File: src/rtl/dbg_uart_host_if.sv
// Interface bundling the requester-side command/data signals and the
// UART byte-stream signals of dbg_uart_host. Signal names keep the
// direction suffixes as seen from the host block itself.
//   slave  : view used by dbg_uart_host
//   master : view used by the requester / UART model driving it
interface dbg_uart_host_if;
    logic        cmd_valid_i;
    logic        cmd_ready_o;
    logic        cmd_write_i;
    logic [31:0] cmd_addr_i;
    logic [7:0]  cmd_len_i;
    logic        wdata_valid_i;
    logic [7:0]  wdata_i;
    logic        wdata_ready_o;
    logic        rdata_valid_o;
    logic [7:0]  rdata_o;
    logic        done_o;
    logic        error_o;
    logic        busy_o;
    logic        tx_valid_o;
    logic [7:0]  tx_data_o;
    logic        tx_ready_i;
    logic        rx_valid_i;
    logic [7:0]  rx_data_i;
    logic        rx_ready_o;

    modport slave (
        input  cmd_valid_i, cmd_write_i, cmd_addr_i, cmd_len_i,
        input  wdata_valid_i, wdata_i, tx_ready_i, rx_valid_i, rx_data_i,
        output cmd_ready_o, wdata_ready_o, rdata_valid_o, rdata_o,
        output done_o, error_o, busy_o, tx_valid_o, tx_data_o, rx_ready_o
    );

    modport master (
        output cmd_valid_i, cmd_write_i, cmd_addr_i, cmd_len_i,
        output wdata_valid_i, wdata_i, tx_ready_i, rx_valid_i, rx_data_i,
        input  cmd_ready_o, wdata_ready_o, rdata_valid_o, rdata_o,
        input  done_o, error_o, busy_o, tx_valid_o, tx_data_o, rx_ready_o
    );
endinterface

File: src/rtl/dbg_uart_host.sv
// dbg_uart_host: initiator side of the debug UART bridge.
// Serialises read/write commands into request frames
//   opcode (0x10 write / 0x11 read), LEN, ADDR[31:24..7:0], [write data]
// on the TX byte stream and forwards read response bytes from RX.
// Optional feature macro: DBG_UART_HOST_TIMEOUT_EN adds an inter-byte
// timeout while waiting for read response bytes.
module dbg_uart_host #(
    parameter int unsigned TIMEOUT_CYCLES = 65536,
    parameter int unsigned TIMEOUT_W      = 17
) (
    input  logic             clk_i,
    input  logic             rst_i,
    dbg_uart_host_if.slave   bus
);

    localparam logic [7:0] OPC_WRITE = 8'h10;
    localparam logic [7:0] OPC_READ  = 8'h11;

    // Configuration sanity: the timeout counter must be able to hold its limit.
    if ((TIMEOUT_CYCLES < 1) || (TIMEOUT_CYCLES >= (64'd1 << TIMEOUT_W))) begin : g_bad_cfg
        $error("dbg_uart_host: TIMEOUT_W too small for TIMEOUT_CYCLES");
    end

    typedef enum logic [3:0] {
        ST_IDLE  = 4'd0,
        ST_OP    = 4'd1,
        ST_LEN   = 4'd2,
        ST_ADDR0 = 4'd3,
        ST_ADDR1 = 4'd4,
        ST_ADDR2 = 4'd5,
        ST_ADDR3 = 4'd6,
        ST_WDATA = 4'd7,
        ST_RDATA = 4'd8,
        ST_DONE  = 4'd9
    } state_t;

    state_t      state_q, state_d;
    logic        write_q, write_d;
    logic [31:0] addr_q,  addr_d;
    logic [7:0]  len_q,   len_d;
    logic [7:0]  cnt_q,   cnt_d;
    logic        err_q,   err_d;
    logic        tmo_hit_s;

`ifdef DBG_UART_HOST_TIMEOUT_EN
    logic [TIMEOUT_W-1:0] tmo_q, tmo_d;

    // Timeout limit reached on a cycle with no response byte.
    always_comb begin
        tmo_hit_s = (state_q == ST_RDATA) && !bus.rx_valid_i &&
                    (tmo_q == TIMEOUT_W'(TIMEOUT_CYCLES - 1));
    end

    // Timeout counter: cleared entering RDATA and on each byte, counts otherwise.
    always_comb begin
        tmo_d = tmo_q;
        if (state_q == ST_RDATA) begin
            if (bus.rx_valid_i) begin
                tmo_d = '0;
            end else begin
                tmo_d = tmo_q + TIMEOUT_W'(1);
            end
        end else begin
            tmo_d = '0;
        end
    end

    // Timeout counter register.
    always_ff @(posedge clk_i or negedge rst_i) begin
        if (!rst_i) begin
            tmo_q <= '0;
        end else begin
            tmo_q <= tmo_d;
        end
    end
`else
    // Without the timeout feature RDATA waits indefinitely.
    always_comb begin
        tmo_hit_s = 1'b0;
    end
`endif

    // Frame sequencing and command latching (next-state logic).
    always_comb begin
        state_d = state_q;
        write_d = write_q;
        addr_d  = addr_q;
        len_d   = len_q;
        cnt_d   = cnt_q;
        err_d   = err_q;
        case (state_q)
            ST_IDLE: begin
                if (bus.cmd_valid_i) begin
                    write_d = bus.cmd_write_i;
                    addr_d  = bus.cmd_addr_i;
                    len_d   = bus.cmd_len_i;
                    cnt_d   = bus.cmd_len_i;
                    if (bus.cmd_len_i == 8'd0) begin
                        err_d   = 1'b1;
                        state_d = ST_DONE;
                    end else begin
                        state_d = ST_OP;
                    end
                end else begin
                    state_d = ST_IDLE;
                end
            end
            ST_OP:    state_d = bus.tx_ready_i ? ST_LEN   : ST_OP;
            ST_LEN:   state_d = bus.tx_ready_i ? ST_ADDR0 : ST_LEN;
            ST_ADDR0: state_d = bus.tx_ready_i ? ST_ADDR1 : ST_ADDR0;
            ST_ADDR1: state_d = bus.tx_ready_i ? ST_ADDR2 : ST_ADDR1;
            ST_ADDR2: state_d = bus.tx_ready_i ? ST_ADDR3 : ST_ADDR2;
            ST_ADDR3: begin
                if (bus.tx_ready_i) begin
                    state_d = write_q ? ST_WDATA : ST_RDATA;
                end else begin
                    state_d = ST_ADDR3;
                end
            end
            ST_WDATA: begin
                if (bus.wdata_valid_i && bus.tx_ready_i) begin
                    cnt_d = cnt_q - 8'd1;
                    if (cnt_q == 8'd1) begin
                        state_d = ST_DONE;
                    end else begin
                        state_d = ST_WDATA;
                    end
                end else begin
                    state_d = ST_WDATA;
                end
            end
            ST_RDATA: begin
                if (bus.rx_valid_i) begin
                    cnt_d = cnt_q - 8'd1;
                    if (cnt_q == 8'd1) begin
                        state_d = ST_DONE;
                    end else begin
                        state_d = ST_RDATA;
                    end
                end else if (tmo_hit_s) begin
                    err_d   = 1'b1;
                    state_d = ST_DONE;
                end else begin
                    state_d = ST_RDATA;
                end
            end
            ST_DONE: begin
                err_d   = 1'b0;
                state_d = ST_IDLE;
            end
            default: begin
                err_d   = 1'b0;
                state_d = ST_IDLE;
            end
        endcase
    end

    // State and command registers; reset abandons any frame in flight.
    always_ff @(posedge clk_i or negedge rst_i) begin
        if (!rst_i) begin
            state_q <= ST_IDLE;
            write_q <= 1'b0;
            addr_q  <= 32'h0000_0000;
            len_q   <= 8'h00;
            cnt_q   <= 8'h00;
            err_q   <= 1'b0;
        end else begin
            state_q <= state_d;
            write_q <= write_d;
            addr_q  <= addr_d;
            len_q   <= len_d;
            cnt_q   <= cnt_d;
            err_q   <= err_d;
        end
    end

    // Output decode; TX data comes only from registers so it is stable while stalled.
    always_comb begin
        bus.cmd_ready_o   = 1'b0;
        bus.busy_o        = 1'b1;
        bus.tx_valid_o    = 1'b0;
        bus.tx_data_o     = 8'h00;
        bus.wdata_ready_o = 1'b0;
        bus.rdata_valid_o = 1'b0;
        bus.rdata_o       = 8'h00;
        bus.done_o        = 1'b0;
        bus.error_o       = 1'b0;
        bus.rx_ready_o    = 1'b1;
        case (state_q)
            ST_IDLE: begin
                bus.cmd_ready_o = 1'b1;
                bus.busy_o      = 1'b0;
            end
            ST_OP: begin
                bus.tx_valid_o = 1'b1;
                bus.tx_data_o  = write_q ? OPC_WRITE : OPC_READ;
            end
            ST_LEN: begin
                bus.tx_valid_o = 1'b1;
                bus.tx_data_o  = len_q;
            end
            ST_ADDR0: begin
                bus.tx_valid_o = 1'b1;
                bus.tx_data_o  = addr_q[31:24];
            end
            ST_ADDR1: begin
                bus.tx_valid_o = 1'b1;
                bus.tx_data_o  = addr_q[23:16];
            end
            ST_ADDR2: begin
                bus.tx_valid_o = 1'b1;
                bus.tx_data_o  = addr_q[15:8];
            end
            ST_ADDR3: begin
                bus.tx_valid_o = 1'b1;
                bus.tx_data_o  = addr_q[7:0];
            end
            ST_WDATA: begin
                bus.tx_valid_o    = bus.wdata_valid_i;
                bus.tx_data_o     = bus.wdata_i;
                bus.wdata_ready_o = bus.tx_ready_i;
            end
            ST_RDATA: begin
                bus.rdata_valid_o = bus.rx_valid_i;
                bus.rdata_o       = bus.rx_valid_i ? bus.rx_data_i : 8'h00;
            end
            ST_DONE: begin
                bus.done_o  = 1'b1;
                bus.error_o = err_q;
            end
            default: begin
                bus.busy_o = 1'b1;
            end
        endcase
    end

endmodule

File: src/flat_wrapper.sv
// flat-port wrapper written by rule: the top's interface ports become plain ports
module dbg_uart_host_flat 
#(
    parameter int unsigned TIMEOUT_CYCLES = 65536,
    parameter int unsigned TIMEOUT_W      = 17
)
  (clk_i, rst_i, bus_cmd_valid_i, bus_cmd_write_i, bus_cmd_addr_i, bus_cmd_len_i, bus_wdata_valid_i, bus_wdata_i, bus_tx_ready_i, bus_rx_valid_i, bus_rx_data_i, bus_cmd_ready_o, bus_wdata_ready_o, bus_rdata_valid_o, bus_rdata_o, bus_done_o, bus_error_o, bus_busy_o, bus_tx_valid_o, bus_tx_data_o, bus_rx_ready_o);
  dbg_uart_host_if bus_i ();
  input  logic clk_i;
  input  logic rst_i;
  input wire logic [$bits(bus_i.cmd_valid_i)-1:0] bus_cmd_valid_i;
  input wire logic [$bits(bus_i.cmd_write_i)-1:0] bus_cmd_write_i;
  input wire logic [$bits(bus_i.cmd_addr_i)-1:0] bus_cmd_addr_i;
  input wire logic [$bits(bus_i.cmd_len_i)-1:0] bus_cmd_len_i;
  input wire logic [$bits(bus_i.wdata_valid_i)-1:0] bus_wdata_valid_i;
  input wire logic [$bits(bus_i.wdata_i)-1:0] bus_wdata_i;
  input wire logic [$bits(bus_i.tx_ready_i)-1:0] bus_tx_ready_i;
  input wire logic [$bits(bus_i.rx_valid_i)-1:0] bus_rx_valid_i;
  input wire logic [$bits(bus_i.rx_data_i)-1:0] bus_rx_data_i;
  output wire logic [$bits(bus_i.cmd_ready_o)-1:0] bus_cmd_ready_o;
  output wire logic [$bits(bus_i.wdata_ready_o)-1:0] bus_wdata_ready_o;
  output wire logic [$bits(bus_i.rdata_valid_o)-1:0] bus_rdata_valid_o;
  output wire logic [$bits(bus_i.rdata_o)-1:0] bus_rdata_o;
  output wire logic [$bits(bus_i.done_o)-1:0] bus_done_o;
  output wire logic [$bits(bus_i.error_o)-1:0] bus_error_o;
  output wire logic [$bits(bus_i.busy_o)-1:0] bus_busy_o;
  output wire logic [$bits(bus_i.tx_valid_o)-1:0] bus_tx_valid_o;
  output wire logic [$bits(bus_i.tx_data_o)-1:0] bus_tx_data_o;
  output wire logic [$bits(bus_i.rx_ready_o)-1:0] bus_rx_ready_o;
  assign bus_i.cmd_valid_i = bus_cmd_valid_i;
  assign bus_i.cmd_write_i = bus_cmd_write_i;
  assign bus_i.cmd_addr_i = bus_cmd_addr_i;
  assign bus_i.cmd_len_i = bus_cmd_len_i;
  assign bus_i.wdata_valid_i = bus_wdata_valid_i;
  assign bus_i.wdata_i = bus_wdata_i;
  assign bus_i.tx_ready_i = bus_tx_ready_i;
  assign bus_i.rx_valid_i = bus_rx_valid_i;
  assign bus_i.rx_data_i = bus_rx_data_i;
  assign bus_cmd_ready_o = bus_i.cmd_ready_o;
  assign bus_wdata_ready_o = bus_i.wdata_ready_o;
  assign bus_rdata_valid_o = bus_i.rdata_valid_o;
  assign bus_rdata_o = bus_i.rdata_o;
  assign bus_done_o = bus_i.done_o;
  assign bus_error_o = bus_i.error_o;
  assign bus_busy_o = bus_i.busy_o;
  assign bus_tx_valid_o = bus_i.tx_valid_o;
  assign bus_tx_data_o = bus_i.tx_data_o;
  assign bus_rx_ready_o = bus_i.rx_ready_o;
  dbg_uart_host #(.TIMEOUT_CYCLES(TIMEOUT_CYCLES), .TIMEOUT_W(TIMEOUT_W)) u_core (.clk_i(clk_i), .rst_i(rst_i), .bus(bus_i));
endmodule
File: config.mk
export PLATFORM = sky130hd
export DESIGN_NAME = dbg_uart_host_flat
export DESIGN_NICKNAME = d
export VERILOG_FILES = /design/src/rtl/dbg_uart_host_if.sv /design/src/rtl/dbg_uart_host.sv /design/src/flat_wrapper.sv
export SDC_FILE = /design/constraint.sdc
export NUM_CORES = 1
export LEC_CHECK = 0
export BUFFER_PORTS_ARGS = -buffer_cell sky130_fd_sc_hd__clkbuf_2
export CORE_ASPECT_RATIO = 0.6
export CORE_MARGIN = 2
export CORE_UTILIZATION = 56
export CTS_CLUSTER_SIZE = 8
export DETAILED_ROUTE_END_ITERATION = 16
export GPL_TIMING_DRIVEN = 0
export PLACE_DENSITY = 0.95
export SLEW_MARGIN = 0
export SYNTH_ARGS = -nofsm -noshare
export SYNTH_HDL_FRONTEND = slang
export SYNTH_SLANG_ARGS = --single-unit
File: constraint.sdc
create_clock -name clk_i -period 4 [get_ports clk_i]
set_input_delay 0.6 -clock clk_i [delete_from_list [all_inputs] [get_ports clk_i]]
set_output_delay 0.6 -clock clk_i [all_outputs]
set_load 0.005 [all_outputs]
==> results.md <==
Global routing:
- The number of global-route vias before repair is 2612.
- The first global-routing pass estimated 13050 µm of wire.
- The number of antenna violations at the first check in global routing is 0.
- The pin count of the biggest net entering global routing is 55.
- Global routing finished with a remaining overflow of 0.
- Across every metal layer, demand over resource in global routing totals 0.2924.

Detailed routing:
- The vias after detailed routing is 2756.
- For this run, design rule violations remaining after detail routing come to 0.
- After detailed routing, the average wire length per cell comes to 20.30 µm.
- In the routed layout, each cell is associated on average with a via count of 6.485.
- The count of antenna-violating nets left after detailed routing is 0.
- The final layout contains routed wiring with a total length of 8626 µm.
- After the first detailed-routing iteration, the DRC count stood at 394.
- The first detailed-routing pass took 5 iterations.

Clock tree:
- The total of hold buffers inserted after clock tree synthesis is 0.
- The number of levels in the clock H-tree is 2.
- The clock edge transition at the registers on the reported setup and hold paths is 0.10 ns.
- The maximum clock insertion buffer count is 2.
- The total number of clock tree sinks is 54.
- The total setup buffers inserted after CTS is 0.
- Clock latency on the worst-skew pair, taken at its later pin, is 0.31 ns.
- The tree is rooted in a clkbuf_8.
- The number of instances resized during post-cts repair is 0.
- The TritonCTS clock tree is yes.
- The number of clock buffers added by TritonCTS is 5.

STA:
- The final period demand of the worst path is 3.049 ns.
- Once routing completed, OpenROAD measured the worst setup slack at 0.9506 ns.
- For the final routed database, the setup TNS stands at 0 ns.
- Setup violations remaining at the end of the flow were counted as 0.
- Setup repair after global routing left no endpoint under its margin.
- Timing would allow up to 327.9 MHz.
- The count of endpoints failing hold in the final timing report is 0.
- The share of the clock period used by the worst path is 0.7623.
- The actual slew at the worst max-slew pin is 0.6788 ns.
- The max-slew violation count is 0.
- The clock skew after layout is 0.007763 ns.
- Headroom to the max-slew limit came out at 0.5433.

Floorplan:
- The starting density of the core is 0.5873.
- The floorplan step defined a die boundary enclosing 0.005974 mm².
- The number of placement rows is 20.
- The floorplan step defined a core boundary enclosing 0.005105 mm².
- The die boundary width is 98.46 µm.
- The die is 60.68 µm tall.
- The I/O pin count is 87.

Placement:
- The setup slack after placement is 1.443 ns.
- The final RePlAce weighted congestion is 0.9033.
- The half-perimeter wire length after detailed placement is 6311 µm.
- The number of instances in the placed design is 416.
- The port buffer count is 85.

Logic synthesis:
- When the netlist entered floorplanning its net count stood at 330.
- The average size of a mapped cell is 11.31 µm².
- The most used flip-flop cell after synthesis is dfrtp_1.
- During synthesis, Yosys emitted a total of 0 warnings.
- In this run, synthesis produced a sequential element count of 54.
- The mapped netlist covers 0.002998 mm².
- The leading area contributor after synthesis is dfrtp_1.
- The portion of synthesized cell area occupied by the leading cell type is 0.4508.
- Synthesis produced 265 cells.
- The sequential element share of the synthesized area is 0.4508.
- Sorting the synthesized cells by area gives the leading types as dfrtp_1 45%, mux2_2 17%, mux4_2 2.3%.
- Counting flops with a built-in enable in the synthesized netlist gives 0.
- For this run, asynchronously set or reset flops after synthesis account for 1.000.
- The number of different library cells used by synthesis comes to 48.

Worst setup path:
- The signal on the critical path passes through buf_2, nor2b_1, clkbuf_1, a22oi_1, o311ai_0, clkbuf_2.
- The worst setup path is captured at a primary output.
- The source of the worst register-to-register timing path is u_core.state_q[3].
- The slowest stage of the critical path is the dfrtp_1 cell.
- At the worst endpoint, the required time is 3.40 ns.
- The most critical setup path has its startpoint at u_core.state_q[2].
- The reg2reg setup slack is 1.80 ns.
- The nature of the critical path startpoint is a register.
- The worst register-to-register path has a depth of 5.
- The worst register-to-register path ends at u_core.cnt_q[1].
- The number of buffer and inverter stages on the critical path is 3.
- The family of cells with the greatest summed delay on the critical path is buffers and inverters.
- The endpoint arrival time on the critical path is 2.45 ns.
- The critical path start-end classification is reg -> out.
- The depth of the critical timing path with buffers and inverters included is 6.
- The delay of the slowest cell on the worst path is 0.55 ns.
- The largest driver fanout on the critical path is 10.
- Following the worst setup path forward leads to its endpoint at bus_tx_data_o[6].

Pwr:
- The cell leakage power is 1.679 nW.
- Summed over all nets, the switching power comes to 1.051 mW.
- Of the total power, the clock network draws 0.145.
- The overall power is 2.725 mW.
- The internal power of the cells totals 1.674 mW.
- Of the total power, combinational logic draws 0.480.
- Of the total power, the share spent switching nets is 0.3856.
- The total power per unit cell area is 747.1 mW/mm².
- Across the VDD grid, the largest voltage drop is 0.4029 mV.
- The proportion of power drawn by flip-flops and latches is 0.375.

Status:
- The flow ran to the end, and the final reports show no timing, DRC or antenna violations.

Layout:
- Compared with the post-synthesis result, the final layout area differs by 21.66%.
- Summing all multi-input logic gate instances after layout gives 0.001514 mm².
- Leaving out filler cells and counting taps, the final layout contains 425.
- The filler cell count in the final layout is 355.
- The library cell used most frequently in the layout, excluding fill and tap cells, is clkbuf_2.
- The share of post-route cells with drive strength above 1 is 0.4485.
- Across the whole layout, storage elements account for 0.001351 mm².
- The repair_antennas step left the layout with diodes totalling 0.
- After the last flow step, the layout net total stands at 423.
- The library cells used most frequently in the layout, excluding fill and tap cells, are 84 x clkbuf_2, 54 x dfrtp_1, 44 x mux2_2, 12 x nand2_1, 10 x o21ai_0.

Hold path:
- In this run the worst hold path is classified as in -> async.

Run:
- Max-cap violations in this run came to 0.
-- cell usage after synthesis (2+ instances only) --
master and n:
a21oi_1 7, a22oi_1 8, o2bb2ai_1 2, clkbuf_1 5, mux4_2 3, buf_1 2, dfrtp_1 54, nand2_1 12
a211oi_1 3, inv_1 9, mux2_2 44, or4_1 2, and2_1 4, o21ai_0 10, nand3_1 5, mux2i_1 5
nor3_1 9, ha_1 2, buf_2 7, o22ai_1 5, o211ai_1 5, and3_1 9, o2111ai_1 2, nand4_1 3
a2bb2oi_1 5, nor2b_1 4, o31ai_1 2, buf_4 2, nor2_1 8, or2_2 2, buf_6 2, a31oi_1 2
a32oi_1 4, nor4_1 3
-- worst min-delay path by stage --
stage                                   end  cells after the start  slack (ns)
after detailed placement  u_core.addr_q[28]                      1        0.49
after CTS                 u_core.addr_q[21]                      2        0.51
after floorplan            u_core.addr_q[0]                      0        0.30
after global placement     u_core.addr_q[3]                      1        0.48
after global routing       u_core.addr_q[6]                      1        0.17
final                      u_core.addr_q[6]                      1        0.16
-- metrics by stage --
stage	util	hold slack, ns	area (µm²)
6_report	0.7145	0.1629	3647
5_1_grt	0.7145	0.1731	3647
4_1_cts	0.7105	0.5148	3627
3_5_place_dp	0.6868	0.4938	3506
3_3_place_gp	0.6868	0.4825	3506
2_1_floorplan	-	0.3044	2998
-- routing by layer --
layer  vias up  routed length (µm)  global-route usage  share of wire
met4         0                 321              0.1076          0.037
met2       230                3902              0.4810           0.45
met3        47                 992             0.08065           0.12
met5         -                   0             0.04615              0
met1      1298                3409              0.3792           0.40
li1       1181                   -                   -              -
-- flip-flops by register name (all words and copies together) (netlist names) --
| name | count |
|---|---|
| u_core.err_q | 1 |
| u_core.cnt_q | 8 |
| u_core.write_q | 1 |
| u_core.state_q | 4 |
| u_core.addr_q | 32 |
| u_core.len_q | 8 |
-- layout make-up --
class / count / share of cell area
multi-input combinational: 184 / 0.4151
inverter: 9 / 0.009262
sequential: 54 / 0.3705
timing repair buffer: 86 / 0.1221
tap: 66 / 0.02264
clock buffer: 6 / 0.02264
buffer: 18 / 0.02710
clock inverter: 2 / 0.01063
-- cells by family (layout without fill, tap and decap cells) --
group           after synthesis  count (layout)  synth area share
fa+ha+maj                     2               2          0.008346
simple gates                 68              68            0.1377
mux                          53              53            0.2095
compound gates               60              60            0.1482
other cells                   1               1          0.001251
flops                        54              54            0.4508
buf+inv                      27             121           0.04424
-- worst reg2reg max path: stages, from the launching register on --
cell,delay [ns]
dfrtp_1,0.45
buf_2,0.20
nand4b_1,0.51
o22ai_4,0.52
nor2_4,0.11
mux2_4,0.31
-- power groups by stage --
| stage | clock, mW | combinational, mW | sequential (mW) |
|---|---|---|---|
| 2_1_floorplan | 0 | 0.937 | 0.944 |
| 3_3_place_gp | 0 | 1.21 | 0.989 |
| 3_5_place_dp | 0 | 1.27 | 1.01 |
| 4_1_cts | 0.395 | 1.28 | 1.01 |
| 5_1_grt | 0.421 | 1.39 | 1.04 |
| 6_report | 0.396 | 1.31 | 1.02 |
Note: power is estimated with default switching activity, not from simulation.
